## config.mk

```make
export PLATFORM = sky130hd
export DESIGN_NAME = sw_array_feeder
export DESIGN_NICKNAME = d
export VERILOG_FILES = /design/src/rtl/sw_pkg.sv /design/src/rtl/sw_done_delay.sv /design/src/rtl/sw_array_feeder.sv
export SDC_FILE = /design/constraint.sdc
export NUM_CORES = 1
export LEC_CHECK = 0
export BUFFER_PORTS_ARGS = -buffer_cell sky130_fd_sc_hd__buf_2
export CAP_MARGIN = 20
export CORE_UTILIZATION = 43
export CTS_CLUSTER_DIAMETER = 30
export DETAILED_ROUTE_END_ITERATION = 8
export PLACE_DENSITY = 0.73
export SLEW_MARGIN = 10
export SYNTH_ARGS = -nofsm -noshare
export SYNTH_HDL_FRONTEND = slang
export SYNTH_HIERARCHICAL = 1
export SYNTH_SLANG_ARGS = --single-unit
```

## constraint.sdc

```tcl
create_clock -name clk -period 1.7 [get_ports clk]
set_input_delay 0.085 -clock clk [delete_from_list [all_inputs] [get_ports clk]]
set_output_delay 0.085 -clock clk [all_outputs]
set_load 0.02 [all_outputs]
```

## src/rtl/sw_pkg.sv

```systemverilog
// Shared types and encodings for the Smith-Waterman array feeder.
package sw_pkg;

  typedef enum logic [1:0] {
    Q_LOAD = 2'd0,
    Q_FULL = 2'd1,
    Q_HOLD = 2'd2
  } qstate_t;

  typedef enum logic {
    R_IDLE   = 1'b0,
    R_STREAM = 1'b1
  } rstate_t;

  typedef logic [1:0] base_t;

  localparam base_t BASE_A = 2'd0;
  localparam base_t BASE_C = 2'd1;
  localparam base_t BASE_G = 2'd2;
  localparam base_t BASE_T = 2'd3;

endpackage

```

## src/rtl/sw_done_delay.sv

```systemverilog
// DEPTH-deep single-bit shift register; the tail marks a job's last column
// leaving the final PE.
module sw_done_delay #(
  parameter int DEPTH = 10
) (
  input  logic clk,
  input  logic rst_n,
  input  logic din,
  output logic dout,
  output logic any
);

  logic [DEPTH-1:0] line_q;
  logic [DEPTH-1:0] line_d;

  always_comb begin
    line_d = {line_q[DEPTH-2:0], din};
  end

  always_ff @(posedge clk or negedge rst_n) begin
    if (!rst_n) begin
      line_q <= '0;
    end else begin
      line_q <= line_d;
    end
  end

  assign dout = line_q[DEPTH-1];
  assign any  = |line_q;

endmodule

```

## src/rtl/sw_array_feeder.sv

```systemverilog
// Drives query shift-in, store, reference and init streams into the systolic
// array. Valid/ready: a transfer happens on a rising edge where valid & ready.
module sw_array_feeder
  import sw_pkg::*;
#(
  parameter int NUM_PES = 10
) (
  input  logic       clk,
  input  logic       rst_n,
  input  logic       q_valid,
  output logic       q_ready,
  input  logic [1:0] q_base,
  input  logic       t_valid,
  output logic       t_ready,
  input  logic [1:0] t_base,
  input  logic       t_last,
  output logic [1:0] S_out,
  output logic       shift_S,
  output logic       store_S,
  output logic [1:0] T_out,
  output logic       init_out,
  output logic       busy,
  output logic       job_done,
  output logic       underrun,
  output logic [1:0] dbg_qstate,
  output logic       dbg_rstate
);

  localparam int QW = $clog2(NUM_PES + 1);
  localparam int HW = $clog2(NUM_PES);

  qstate_t       qstate_q, qstate_d;
  rstate_t       rstate_q, rstate_d;
  logic [QW-1:0] qcnt_q, qcnt_d;
  logic [HW-1:0] hcnt_q, hcnt_d;
  logic          armed_q, armed_d;
  base_t         s_q, s_d;
  base_t         t_q, t_d;
  logic          shift_q, shift_d;
  logic          store_q, store_d;
  logic          init_q, init_d;
  logic          last_q, last_d;
  logic          underrun_q, underrun_d;
  logic          q_hs, t_hs, job_start;
  logic          dly_any;

  assign q_hs      = q_valid & q_ready;
  assign t_hs      = t_valid & t_ready;
  assign job_start = t_hs & (rstate_q == R_IDLE);

  always_ff @(posedge clk or negedge rst_n) begin
    if (!rst_n) begin
      qstate_q   <= Q_LOAD;
      rstate_q   <= R_IDLE;
      qcnt_q     <= '0;
      hcnt_q     <= '0;
      armed_q    <= 1'b0;
      s_q        <= '0;
      t_q        <= '0;
      shift_q    <= 1'b0;
      store_q    <= 1'b0;
      init_q     <= 1'b0;
      last_q     <= 1'b0;
      underrun_q <= 1'b0;
    end else begin
      qstate_q   <= qstate_d;
      rstate_q   <= rstate_d;
      qcnt_q     <= qcnt_d;
      hcnt_q     <= hcnt_d;
      armed_q    <= armed_d;
      s_q        <= s_d;
      t_q        <= t_d;
      shift_q    <= shift_d;
      store_q    <= store_d;
      init_q     <= init_d;
      last_q     <= last_d;
      underrun_q <= underrun_d;
    end
  end

  // The hold lasts NUM_PES-1 cycles so the staged query is latched by every
  // PE before the next one starts shifting in.
  always_comb begin
    qstate_d = qstate_q;
    qcnt_d   = qcnt_q;
    hcnt_d   = hcnt_q;
    case (qstate_q)
      Q_LOAD: begin
        if (q_hs) begin
          qcnt_d = qcnt_q + QW'(1);
          if (qcnt_q == QW'(NUM_PES - 1)) qstate_d = Q_FULL;
        end
      end
      Q_FULL: begin
        if (job_start) begin
          qstate_d = Q_HOLD;
          hcnt_d   = HW'(NUM_PES - 2);
        end
      end
      Q_HOLD: begin
        if (hcnt_q == '0) begin
          qstate_d = Q_LOAD;
          qcnt_d   = '0;
        end else begin
          hcnt_d = hcnt_q - HW'(1);
        end
      end
      default: qstate_d = Q_LOAD;
    endcase
  end

  always_comb begin
    rstate_d = rstate_q;
    case (rstate_q)
      R_IDLE:   if (t_hs && !t_last) rstate_d = R_STREAM;
      R_STREAM: if (t_hs && t_last) rstate_d = R_IDLE;
      default:  rstate_d = R_IDLE;
    endcase
  end

  always_comb begin
    armed_d    = 1'b1;
    q_ready    = armed_q & (qstate_q == Q_LOAD);
    t_ready    = (rstate_q == R_STREAM) | (qstate_q == Q_FULL);
    s_d        = q_hs ? q_base : 2'd0;
    shift_d    = q_hs;
    t_d        = t_hs ? t_base : 2'd0;
    init_d     = t_hs;
    store_d    = job_start;
    last_d     = t_hs & t_last;
    underrun_d = underrun_q | ((rstate_q == R_STREAM) & ~t_valid);
  end

  sw_done_delay #(
    .DEPTH(NUM_PES)
  ) u_done_delay (
    .clk  (clk),
    .rst_n(rst_n),
    .din  (last_q),
    .dout (job_done),
    .any  (dly_any)
  );

  assign S_out      = s_q;
  assign shift_S    = shift_q;
  assign store_S    = store_q;
  assign T_out      = t_q;
  assign init_out   = init_q;
  assign underrun   = underrun_q;
  assign busy       = (rstate_q == R_STREAM) | dly_any | last_q | store_q;
  assign dbg_qstate = qstate_q;
  assign dbg_rstate = rstate_q;

endmodule
```

==> qor.yml <==
setup_path:
  startpoint_type: "register"
  end_kind: "primary output"
  crit_required_ns: 1.62
  critPathCapture: "busy"
  crit_path_max_fanout: 2
  r2r-end: "qcnt_q[1]"
  reg2reg_depth: 5
  cp.arrival_ns: 1.63
  reg2reg_from: "hcnt_q[0]"
  rrSetupSlack_ns: 0.18
  path_class: "reg -> out"
  startpoint: "u_done_delay/line_q[6]"
place:
  io_buffer_count: 23
  place_congestion: 0.797
  dp_hpwl_um: 1500
  placed_area_um2: 1360
  place_ws_ns: 0.203
synthesis:
  synth_nets: 111
  synth_top_area_cell: "dfrtp_1"
  yosysWarningCount: 6
  yosys-top-cells-area: "dfrtp_1, ha_1, nand2b_1"
  synth-seq-area-share: 0.629
  syn_avg_cell_area_um2: 12.6
  synth_top_cell_area_share: 0.629
  netlist_area_um2: 1230
  ys_types: 31
  netlist_instances: 98
  ys_ff_latch: 31
layout:
  drive_above_1_share: 0.296
  area_growth_pct: 23.2
  antennaDiodeCount: 0
  nets: 148
  final_area_um2: 1520
  final_cell_mix: "dfrtp_1, buf_2, o21ai_0, inv_1, dlygate4sd3_1"
  final_common_cell: "dfrtp_1"
sta:
  fin_skew_ns: 0.0106
  min_period_over_period: 1.01
  min_period_ns: 1.72
  hold_viol: 0
  max_freq_mhz: 583
  fin_ws_ns: -0.0166
  max_slew.worst_pin.slew_ns: 0.652
  finalSetupViolCount: 1
  max-slew-margin-rel: 0.565
  whs_ns: 0.0532
  maxSlewViolCount: 0
  rsz0062_at_grt: "true"
flow_run:
  drv_cap: 0
grt:
  grt_pass1_wl_um: 3680
  grt_pass1_vias: 860
  grt_overflow: 0
  grt_max_degree: 32
  antenna_found_initial: 0
  grtUsageTotal: 0.162
worst_hold_path:
  min_path_cells: 2
  hold_class: "in -> reg"
run_status:
  violations: "negative setup slack"
  outcome: "finished, violations left"
routing:
  drtPass1Iterations: 4
  via_per_inst: 5.25
  drc: 0
  first_iter_violations: 22
  routed_wl_um: 2130
  post_drt_wl_per_cell_um: 12.8
  postRouteAntennaNets: 0
  vias: 872
floorplanning:
  rows: 19
  core_um2: 2730
  die_w_um: 55.5
  die_h_um: 55.5
  io_pins: 24
  die-area_um2: 3080
  start_util: 0.451
clock_tree:
  numCtsBuffers: 5
  cts_tree: "done"
  htreeDepth: 2
  path_clk_slew_ns: 0.09
  cts_buffer_depth: 2
  clk_latency_ns: 0.32
  cts_root_buf: "clkbuf_4"
  clock_sinks: 31
pwr:
  powerDensity_nw_per_um2: 1640
  p_leak_nw: 0.814
  ir_worst_vdd_mv: 1.26
per-stage QoR:
stage                util  cells  power (mW)  setup TNS [ns]
global route        0.556    166        2.67          -0.115
finish              0.556    166        2.50         -0.0166
detailed placement  0.499    150        1.98               0
CTS                 0.551    165        2.49         -0.0503
floorplan               -     98        1.75               0
global placement    0.499    150        1.93               0
kinds of logic after synthesis:
group	synth area share
multiplexers	0.0244
AND/OR/NAND/NOR	0.195
adder cells (fa/ha/maj)	0.0406
buffers and inverters	0.0365
other	0.00304
flip-flops	0.629
AO/OA/AOI/OAI	0.0640
XOR/XNOR	0.00711
where the power goes:
| group | switching (mW) | leakage [nW] | internal, mW |
|---|---|---|---|
| combinational | 0.482 | 0.373 | 0.465 |
| sequential | 0.195 | 0.406 | 0.933 |
| clock | 0.230 | 0.0341 | 0.191 |
state kept, by name (all words and copies together) (netlist names), named ones only:
name	cells
u_done_delay/line_q	10
hcnt_q	4
qcnt_q	4
S_out	2
T_out	2
dbg_qstate	2
armed_q	1
init_out	1
last_q	1
shift_S	1
store_S	1
underrun	1
worst min path at each step:
| stage | start | endpoint | slack (ns) |
|---|---|---|---|
| final | t_valid | T_out[0] | 0.05 |
| after global placement | rst_n | S_out[0] | 0.15 |
| after global routing | t_valid | T_out[0] | 0.04 |
| after CTS | t_valid | T_out[0] | 0.03 |
| after floorplan | rst_n | S_out[0] | -0.21 |
| after detailed placement | rst_n | S_out[1] | 0.16 |
per-layer routing:
metal	track usage	vias up	wire [um]
met1	0.181	436	943
met2	0.258	20	1050
met4	0.0857	0	19
met5	0	-	0
met3	0.0749	2	120
li1	-	414	-
cell type report:
cell class                      count  area (um^2)
Fill cell                         243         1210
Sequential cell                    31          776
Multi-Input combinational cell     59          422
Timing Repair Buffer               32          204
Clock buffer                        6         51.3
Tap cell                           31         38.8
Inverter                            6         22.5
Clock inverter                      1         5.00
worst max-delay path, stage by stage (launching register included):
cell	delay (ns)
dfrtp_1	0.39
nor4_1	0.26
nand3_1	0.10
or4_4	0.42
buf_6	0.14
synth_stat cells:
library cell	instances
buf_6	2
xnor2_1	1
and4bb_2	1
ha_1	4
or3b_4	1
nand2_1	4
a21oi_1	3
nor2b_1	3
a2bb2oi_1	1
and2b_2	1
dfrtp_1	31
nor3b_1	2
o22ai_1	2
nor2_1	2
and3_1	3
o21ai_1	1
and2_2	2
nand4_1	1
or4_1	1
nor4_1	2
inv_1	6
nand4bb_1	1
nand2b_1	5
conb_1	1
o211ai_1	1
nor3_1	1
nand4b_1	1
mux2i_1	3
nand3_1	3
o21ai_0	6
nor4bb_1	2
what timing repair did:
item                                    in CTS  in global routing
cloned                                       0                  0
gates resized for setup                      3                  1
pin swaps                                    4                  1
endpoints found under the setup margin       1                  1
hold buffers                                 6                  0
endpoints found under the hold margin       36                  0
buffers inserted                             2                  1
Power figures use the tool's default switching activity.
